<file path="config.mk">
export PLATFORM = sky130hd
export DESIGN_NAME = lut_addr_gen
export DESIGN_NICKNAME = d
export VERILOG_FILES = /design/src/rtl/lut_addr_gen.sv
export SDC_FILE = /design/constraint.sdc
export NUM_CORES = 1
export LEC_CHECK = 0
export BUFFER_PORTS_ARGS = -buffer_cell sky130_fd_sc_hd__clkbuf_2
export CAP_MARGIN = 10
export CORE_MARGIN = 5
export CORE_UTILIZATION = 45
export CTS_CLUSTER_DIAMETER = 200
export CTS_CLUSTER_SIZE = 8
export DETAILED_ROUTE_END_ITERATION = 16
export GPL_TIMING_DRIVEN = 0
export PLACE_DENSITY_LB_ADDON = 0.2
export SLEW_MARGIN = 20
export SYNTH_ARGS = -nofsm -noshare
export SYNTH_HDL_FRONTEND = slang
export SYNTH_SLANG_ARGS = --single-unit
</file>
<file path="constraint.sdc">
create_clock -name clk -period 7.5 [get_ports clk]
set_input_delay 0.375 -clock clk [delete_from_list [all_inputs] [get_ports clk]]
set_output_delay 0.375 -clock clk [all_outputs]
set_load 0.02 [all_outputs]
</file>
<file path="src/rtl/lut_addr_gen.sv">
// Front end for the interpolation coefficient LUTs: classifies r^2, forms the
// {segment, bin} LUT address and re-times r^2/tag to line up with the LUT q.
module lut_addr_gen #(
    parameter int unsigned TAG_WIDTH   = 16,
    parameter int unsigned MIN_EXP     = 113,
    parameter int unsigned SEGMENTS    = 14,
    parameter int unsigned BINS_LOG2   = 8,
    parameter logic [31:0] CUTOFF_2    = 32'h3F800000,
    parameter int unsigned LUT_LATENCY = 1
) (
    input  logic                   clk,
    input  logic                   rst,
    input  logic                   in_valid,
    input  logic [31:0]            in_r2,
    input  logic [TAG_WIDTH-1:0]   in_tag,
    input  logic                   cnt_clr,
    output logic [3+BINS_LOG2:0]   lut_addr,
    output logic                   lut_rden,
    output logic                   out_valid,
    output logic [31:0]            out_r2,
    output logic [TAG_WIDTH-1:0]   out_tag,
    output logic                   err_underflow,
    output logic                   err_invalid,
    output logic [31:0]            pair_cnt,
    output logic [31:0]            drop_cnt
);

    localparam int unsigned SEG_W  = 4;
    localparam int unsigned ADDR_W = SEG_W + BINS_LOG2;
    // Stage 0 is the lut_rden cycle; the last stage is coincident with LUT q.
    localparam int unsigned DEPTH  = LUT_LATENCY + 1;
    localparam logic [31:0] CNT_MAX = 32'hFFFF_FFFF;

    logic                 sign_c;
    logic [7:0]           exp_c;
    logic [7:0]           seg_full_c;
    logic [BINS_LOG2-1:0] bin_c;
    logic                 is_invalid_c;
    logic                 is_under_c;
    logic                 is_cut_c;
    logic                 is_over_c;
    logic                 accept_c;
    logic                 cut_drop_c;
    logic                 invalid_hit_c;
    logic                 under_hit_c;

    logic [ADDR_W-1:0]    lut_addr_d,    lut_addr_q;
    logic                 err_under_d,   err_under_q;
    logic                 err_inv_d,     err_inv_q;
    logic [31:0]          pair_cnt_d,    pair_cnt_q;
    logic [31:0]          drop_cnt_d,    drop_cnt_q;
    logic                 dl_valid_d [DEPTH];
    logic                 dl_valid_q [DEPTH];
    logic [31:0]          dl_r2_d    [DEPTH];
    logic [31:0]          dl_r2_q    [DEPTH];
    logic [TAG_WIDTH-1:0] dl_tag_d   [DEPTH];
    logic [TAG_WIDTH-1:0] dl_tag_q   [DEPTH];

    // Decode and priority classification of the incoming operand.
    always_comb begin
        sign_c        = in_r2[31];
        exp_c         = in_r2[30:23];
        seg_full_c    = exp_c - 8'(MIN_EXP);
        bin_c         = in_r2[22 -: BINS_LOG2];
        is_invalid_c  = sign_c | (exp_c == 8'hFF);
        is_under_c    = exp_c < 8'(MIN_EXP);
        is_cut_c      = in_r2[30:0] >= CUTOFF_2[30:0];
        is_over_c     = seg_full_c >= 8'(SEGMENTS);
        invalid_hit_c = in_valid & is_invalid_c;
        under_hit_c   = in_valid & ~is_invalid_c & is_under_c;
        cut_drop_c    = in_valid & ~is_invalid_c & ~is_under_c & (is_cut_c | is_over_c);
        accept_c      = in_valid & ~is_invalid_c & ~is_under_c & ~is_cut_c & ~is_over_c;
    end

    // Next-state for address, delay line, sticky flags and counters.
    always_comb begin
        lut_addr_d  = lut_addr_q;
        err_under_d = err_under_q | under_hit_c;
        err_inv_d   = err_inv_q | invalid_hit_c;
        pair_cnt_d  = pair_cnt_q;
        drop_cnt_d  = drop_cnt_q;

        if (accept_c) begin
            lut_addr_d = ADDR_W'({seg_full_c[SEG_W-1:0], bin_c});
        end

        dl_valid_d[0] = accept_c;
        dl_r2_d[0]    = accept_c ? in_r2  : dl_r2_q[0];
        dl_tag_d[0]   = accept_c ? in_tag : dl_tag_q[0];
        for (int unsigned i = 1; i < DEPTH; i++) begin
            dl_valid_d[i] = dl_valid_q[i-1];
            dl_r2_d[i]    = dl_r2_q[i-1];
            dl_tag_d[i]   = dl_tag_q[i-1];
        end

        if (cnt_clr) begin
            pair_cnt_d = '0;
        end else if (accept_c && (pair_cnt_q != CNT_MAX)) begin
            pair_cnt_d = pair_cnt_q + 32'd1;
        end

        if (cnt_clr) begin
            drop_cnt_d = '0;
        end else if (cut_drop_c && (drop_cnt_q != CNT_MAX)) begin
            drop_cnt_d = drop_cnt_q + 32'd1;
        end
    end

    always_ff @(posedge clk or posedge rst) begin
        if (rst) begin
            lut_addr_q  <= '0;
            err_under_q <= 1'b0;
            err_inv_q   <= 1'b0;
            pair_cnt_q  <= '0;
            drop_cnt_q  <= '0;
            for (int unsigned i = 0; i < DEPTH; i++) begin
                dl_valid_q[i] <= 1'b0;
                dl_r2_q[i]    <= '0;
                dl_tag_q[i]   <= '0;
            end
        end else begin
            lut_addr_q  <= lut_addr_d;
            err_under_q <= err_under_d;
            err_inv_q   <= err_inv_d;
            pair_cnt_q  <= pair_cnt_d;
            drop_cnt_q  <= drop_cnt_d;
            for (int unsigned i = 0; i < DEPTH; i++) begin
                dl_valid_q[i] <= dl_valid_d[i];
                dl_r2_q[i]    <= dl_r2_d[i];
                dl_tag_q[i]   <= dl_tag_d[i];
            end
        end
    end

    assign lut_addr      = lut_addr_q;
    assign lut_rden      = dl_valid_q[0];
    assign out_valid     = dl_valid_q[DEPTH-1];
    assign out_r2        = dl_r2_q[DEPTH-1];
    assign out_tag       = dl_tag_q[DEPTH-1];
    assign err_underflow = err_under_q;
    assign err_invalid   = err_inv_q;
    assign pair_cnt      = pair_cnt_q;
    assign drop_cnt      = drop_cnt_q;

endmodule

</file>
==> results of run 1 <==
## cell type report
type	instances	area share [%]
Tap cell	216	2.96
Clock buffer	17	4.67
Multi-Input combinational cell	499	31.0
Timing Repair Buffer	178	10.0
Sequential cell	168	46.1
Buffer	50	2.81
Clock inverter	15	1.89
Inverter	10	0.494
## metrics by stage
| stage | cell area, µm² | instances |
|---|---|---|
| floorplan | 7330 | 727 |
| global placement | 8480 | 1120 |
| detailed placement | 8520 | 1121 |
| CTS | 9110 | 1153 |
| global route | 9110 | 1153 |
| finish | 9110 | 1153 |
## path summary, 6_finish.rpt
path	from	to
worst min register to register	dl_r2_d[31]	out_r2[31]
worst max-delay path	pair_cnt[7]	pair_cnt[1]
worst max register to register	pair_cnt[7]	pair_cnt[1]
max in group asynchronous	rst	out_r2[21]
min in group clk	in_tag[8]	dl_tag_d[8]
worst min-delay path	rst	pair_cnt[19]
## kinds of logic after synthesis
| logic type | after synthesis | share of synthesized area [%] |
|---|---|---|
| xor+xnor | 6 | 0.717 |
| buf+inv | 60 | 4.01 |
| mux | 12 | 1.83 |
| flops | 168 | 57.4 |
| compound gates | 117 | 9.77 |
| fa+ha+maj | 5 | 0.854 |
| simple gates | 359 | 25.4 |
## registers in the layout, indices dropped and copies added, names as in the netlist
signal	flops
lut_addr	4
dl_r2_d	32
drop_cnt	32
pair_cnt	32
lut_rden	1
err_underflow	1
out_valid	1
err_invalid	1
dl_tag_d	16
out_tag	16
out_r2	32
## critical path: cells and delay by family (launching register included)
kind | cells | cell delay, ps
DFF | 1 | 450
buffers and inverters | 2 | 930
and+or+nand+nor | 3 | 1040
AOI/OAI and AO/OA | 2 | 320
## power by group
part,switching (mW),total [mW],internal (mW)
registers,0.0195,0.971,0.952
logic,0.106,0.157,0.0514
clock network,0.409,0.886,0.476
total,0.535,2.01,1.48
## cell usage after synthesis, types with 2 or more instances
cell type	number	area, µm²
nor4bb_1	2	20.0
a31o_2	3	26.3
nor2_1	28	105
inv_1	10	37.5
xnor2_1	2	17.5
buf_6	3	33.8
or3_1	17	106
nand2b_1	9	56.3
nand4_1	25	156
nor4_1	13	81.3
buf_4	10	75.1
clkbuf_1	25	93.8
mux2_2	11	124
buf_1	5	18.8
nor3_1	6	30.0
xor2_1	4	35.0
o2111ai_1	3	26.3
o31ai_1	32	240
and2_1	9	56.3
and3_1	17	106
dfrtp_1	168	4200
nand3_1	22	110
o21ai_0	22	110
nand2_1	151	567
ha_1	5	62.6
and4_1	10	87.6
buf_2	7	35.0
a21oi_1	48	240
or4_1	31	233
nor4b_1	2	17.5
nor2b_1	11	68.8
## metal layers
layer	global-route usage (%)	share of wire (%)	vias up
li1	-	-	2988
met1	30.3	47	3095
met2	31.3	45	192
met3	4.64	6.2	25
met4	6.49	1.4	0
met5	0	0	-
==> summary.md, run 1 <==
| Metric | Value |
|---|---|
| DR iter-0 viols | `364` |
| DR DRC count | `0` |
| Most numerous cell on the critical path | `buf_1` |
| CTS tree | `yes` |
| TritonCTS buffer count | `17` |
| Commonest non-fill, non-tap cell in the layout | `clkbuf_2` |
| F_max | `355 MHz` |
| CP arrival | `3160 ps` |
| Worst-path clk slew | `80 ps` |
| Crit Path Class | `register to register` |
| Hold WC Path Type | `input port to asynchronous set/reset pin` |
| Via count | `6300` |
| Multi-input logic area | `2830 µm²` |
| Max Slew Vio Count | `0` |
| Total Negative Setup Slacks | `0 ps` |
| Clk buf depth | `2` |
| Htree depth | `4` |
| Initial Util | `46.0%` |
| Hold Slack | `7.12 ps` |
| Clk sinks | `168` |
| Post-CTS Setup Inserts | `0` |
| Die width | `138 µm` |
| Synthesized area | `7330 µm²` |
| Critical path cell sequence | `nand4_1 -> nor4_1 -> and3_1 -> buf_1 -> buf_1 -> o21ai_0 -> a21oi_1` |
| RSZ-0062 raised after global routing | `false` |
| Reg2reg setup slack | `4680 ps` |
| PD cells | `221 nW/µm²` |
| GRT Overall Usage | `20.9%` |
| Routed wire per std cell | `17.0 µm` |
| Synth cell types | `47` |
| Leakage | `4.47 nW` |
| Synth Instances | `727` |
| Syn_area_per_cell | `10.1 µm²` |
| Sequential area share after synthesis | `57.4%` |
| Antenna violation net count after detailed routing | `0` |
| Hold Fails Final Rpt | `0` |
| DPL Wire Length | `13900 µm` |
| Worst Skew | `16.6 ps` |
| Initial antenna violation count | `0` |
| Top FF cell, synth | `dfrtp_1` |
| Utilization after layout | `57.2%` |
| Clk root buf | `clkbuf_16` |
| Drt first pass iters | `5` |
| Worst skew pair latency | `430 ps` |
| Post-Route WL | `19600 µm` |
| Yosys warns | `0` |
| Most frequent cells in the layout | `clkbuf_2 (177), dfrtp_1 (168), nand2_1 (151), a21oi_1 (48), o31ai_1 (32)` |
| Period utilisation layout | `37.6%` |
| Final setup violating endpoints | `0` |
| Critical path's largest stage delay | `500 ps` |
| Die height | `138 µm` |
| Syn_nets | `784` |
| Diodes inserted | `0` |
| Layout cells sized above 1 | `26.7%` |
| Post-synth EDFFs | `0` |
| Seq cells post-synth | `168` |
| Min cycle time layout | `2820 ps` |
| Crit path max fanout | `10` |
| Pwr Total | `2.01 mW` |
| Status | `complete, no violations` |
| Post-synthesis async set-or-reset flop share | `100%` |
| Req. time, crit path | `7840 ps` |
| Area grow syn2layout | `24.4%` |
| Maximum Capacitance Violations | `0` |
| FP Rows | `46` |
| CP startpoint kind | `register` |
| Register area | `4200 µm²` |
| Post-CTS sizing | `0` |
| Slowest stage cell, crit path | `buf_1` |
| # hold bufs at CTS | `0` |
| Routability Congestion | `0.837` |
| Number of fill cells in the layout | `1430` |
| Largest net degree at the start of global routing | `94` |
| Core Box Area | `15900 µm²` |
| I/O pins | `180` |
| Global-route wire length before repair | `31000 µm` |
| Number of global-route vias before repair | `5927` |
| Setup ws final | `4680 ps` |
| Pre-CTS WS | `4270 ps` |
| Crit. End Element | `register` |
| Worst R2R Path Depth | `7` |
| Max IR drop VDD | `0.143 mV` |
| Relative max-transition margin | `58.4%` |
| Worst-Margin Slew | `619 ps` |
| Number of vias per cell | `5.46` |
| Nets | `981` |
| DIE AREA | `18900 µm²` |
| GRT overflow | `0` |
| # port buffers | `177` |
Power figures use the tool's default switching activity.
==> run 2, diff against run 1 <==
==> constraint.sdc (replaced) <==
create_clock -name clk -period 2.7 [get_ports clk]
set_input_delay 0.135 -clock clk [delete_from_list [all_inputs] [get_ports clk]]
set_output_delay 0.135 -clock clk [all_outputs]
set_load 0.02 [all_outputs]
==> run 2 against run 1 <==
Against the previous run:
- hold slack better by 74 ps
- cell area is 5.9% higher
- critical endpoint is now pair_cnt[22]
- power grew to 2.8 times the previous value
- first-iteration DRC count is 2.2% higher
- largest power group unchanged
- sequential power grew to 2.8 times the previous value
- clock power grew to 2.7 times the previous value
- setup slack worse by 4500 ps
- cell count is 4.2% higher
- largest cell class unchanged
==> summary.md, run 2 (synthesized netlist as in run 1, its figures left out) <==
| Metric | Value |
|---|---|
| Status | `complete, no violations (unchanged)` |
| # port buffers | `177 (unchanged)` |
| Clk root buf | `clkbuf_16 (unchanged)` |
| Most frequent cells in the layout | `clkbuf_2 (184), dfrtp_1 (168), nand2_1 (151), a21oi_1 (48), dlygate4sd3_1 (44) (was clkbuf_2 (177), dfrtp_1 (168), nand2_1 (151), a21oi_1 (48), o31ai_1 (32))` |
| Maximum Capacitance Violations | `0 (unchanged)` |
| Number of global-route vias before repair | `6243 (was 5927)` |
| Worst-Margin Slew | `773 ps (was 619 ps)` |
| Req. time, crit path | `3040 ps (was 7840 ps)` |
| Worst skew pair latency | `430 ps (about the same)` |
| Max Slew Vio Count | `0 (unchanged)` |
| PD cells | `582 nW/µm² (was 221 nW/µm²)` |
| Max IR drop VDD | `0.383 mV (was 0.143 mV)` |
| Number of fill cells in the layout | `1396 (was 1430)` |
| Hold Slack | `80.8 ps (was 7.12 ps)` |
| Clk buf depth | `2 (unchanged)` |
| CP startpoint kind | `register (unchanged)` |
| Final setup violating endpoints | `0 (unchanged)` |
| Worst-path clk slew | `70 ps (was 80 ps)` |
| Min cycle time layout | `2530 ps (was 2820 ps)` |
| Largest net degree at the start of global routing | `36 (was 94)` |
| Layout cells sized above 1 | `26.8% (was 26.7%)` |
| Diodes inserted | `0 (unchanged)` |
| I/O pins | `180 (unchanged)` |
| Initial antenna violation count | `0 (unchanged)` |
| Crit Path Class | `register to register (unchanged)` |
| FP Rows | `46 (unchanged)` |
| Number of vias per cell | `5.37 (was 5.46)` |
| Via count | `6453 (was 6300)` |
| Htree depth | `4 (unchanged)` |
| Core Box Area | `15900 µm² (unchanged)` |
| Utilization after layout | `60.5% (was 57.2%)` |
| Pwr Total | `5.62 mW (was 2.01 mW)` |
| Period utilisation layout | `93.7% (was 37.6%)` |
| Grt peak-use layer | `met2 (unchanged)` |
| Nets | `1029 (was 981)` |
| DR DRC count | `0 (unchanged)` |
| Area grow syn2layout | `31.8% (was 24.4%)` |
| Grt met1 use | `30.0% (was 30.3%)` |
| Hold Fails Final Rpt | `0 (unchanged)` |
| Leakage | `4.71 nW (was 4.47 nW)` |
| Routability Congestion | `0.829 (was 0.837)` |
| GRT Overall Usage | `21.7% (was 20.9%)` |
| Multi-input logic area | `2840 µm² (was 2830 µm²)` |
| CP arrival | `2870 ps (was 3160 ps)` |
| DR iter-0 viols | `372 (was 364)` |
| Antenna violation net count after detailed routing | `0 (unchanged)` |
| F_max | `395 MHz (was 355 MHz)` |
| Hold WC Path Type | `input port to register (was input port to asynchronous set/reset pin)` |
| Drt first pass iters | `5 (unchanged)` |
| Clk sinks | `168 (unchanged)` |
| Crit. End Element | `register (unchanged)` |
| Global-route wire length before repair | `32200 µm (was 31000 µm)` |
| Die width | `138 µm (unchanged)` |
| Relative max-transition margin | `48.0% (was 58.4%)` |
| Crit path max fanout | `4 (was 10)` |
| Met3 usage in global routing | `4.31% (was 4.64%)` |
| GRT overflow | `0 (unchanged)` |
| DPL Wire Length | `14400 µm (was 13900 µm)` |
| Met2 GRT Util | `35.2% (was 31.3%)` |
| Initial Util | `46.0% (unchanged)` |
| CTS tree | `yes (unchanged)` |
| Register area | `4200 µm² (unchanged)` |
| Die height | `138 µm (unchanged)` |
| Post-CTS Setup Inserts | `0 (unchanged)` |
| Total Negative Setup Slacks | `0 ps (unchanged)` |
| Worst Skew | `9.96 ps (was 16.6 ps)` |
| DIE AREA | `18900 µm² (unchanged)` |
| Post-Route WL | `20100 µm (was 19600 µm)` |
| Routed wire per std cell | `16.7 µm (was 17.0 µm)` |
| TritonCTS buffer count | `17 (unchanged)` |
| Commonest non-fill, non-tap cell in the layout | `clkbuf_2 (unchanged)` |
-- run 2: final timing paths --
| path | to | depth (start not counted) | slack, ps | from |
|---|---|---|---|---|
| min in group asynchronous | err_invalid | 3 | 320 | rst |
| hold reg to reg | out_r2[23] | 0 | 370 | dl_r2_d[23] |
| max in group asynchronous | pair_cnt[22] | 5 | 1590 | rst |
| setup / recovery | pair_cnt[22] | 7 | 170 | pair_cnt[1] |
| hold / removal | err_underflow | 3 | 80 | in_r2[30] |
| setup reg to reg | pair_cnt[22] | 7 | 170 | pair_cnt[1] |
-- run 2: where the power goes --
| group | total [mW] | internal, mW | switching (mW) |
|---|---|---|---|
| clock network | 2.42 | 1.25 | 1.17 |
| registers | 2.70 | 2.64 | 0.0563 |
| logic | 0.503 | 0.195 | 0.308 |
| total | 5.62 | 4.09 | 1.53 |
-- run 2: through the flow --
stage | cells | setup WS, ps | area (µm²)
after floorplan | 727 | 380 | 7330
after global placement | 1120 | -648 | 8490
after detailed placement | 1125 | -295 | 8590
after CTS | 1201 | 16.3 | 9630
after global routing | 1201 | -3.67 | 9650
final | 1201 | 169 | 9650
-- run 2: final cells by class --
class | instances | area share [%]
well taps | 216 | 2.80
inverters | 10 | 0.428
plain buffers | 50 | 2.75
flip-flops and latches | 168 | 43.6
clock inverters | 15 | 1.79
repair buffers | 226 | 14.9
multi-input cells | 499 | 29.4
clock buffers | 17 | 4.41
-- run 2: what timing repair did --
item / 4_1_cts / 5_1_grt
hold buffers: 44 / 0
endpoints found under the setup margin: 10 / 89
resized for setup: 1 / 13
endpoints found under the hold margin: 62 / 0
-- run 2: routing by layer --
metal / up-vias / share of wire, % / wire length, µm
met5: - / 0 / 0
met4: 0 / 1.1 / 212
met3: 17 / 5.9 / 1180
met2: 209 / 49 / 9740
met1: 3140 / 45 / 8940
li1: 3087 / - / -
-- run 2: worst max-delay path: stages (launching register included) --
cell	delay (ps)
dfrtp_1	410
ha_1	230
and2_1	180
nand2_1	110
nor3_1	390
or4b_2	630
or3_1	320
a21oi_1	170
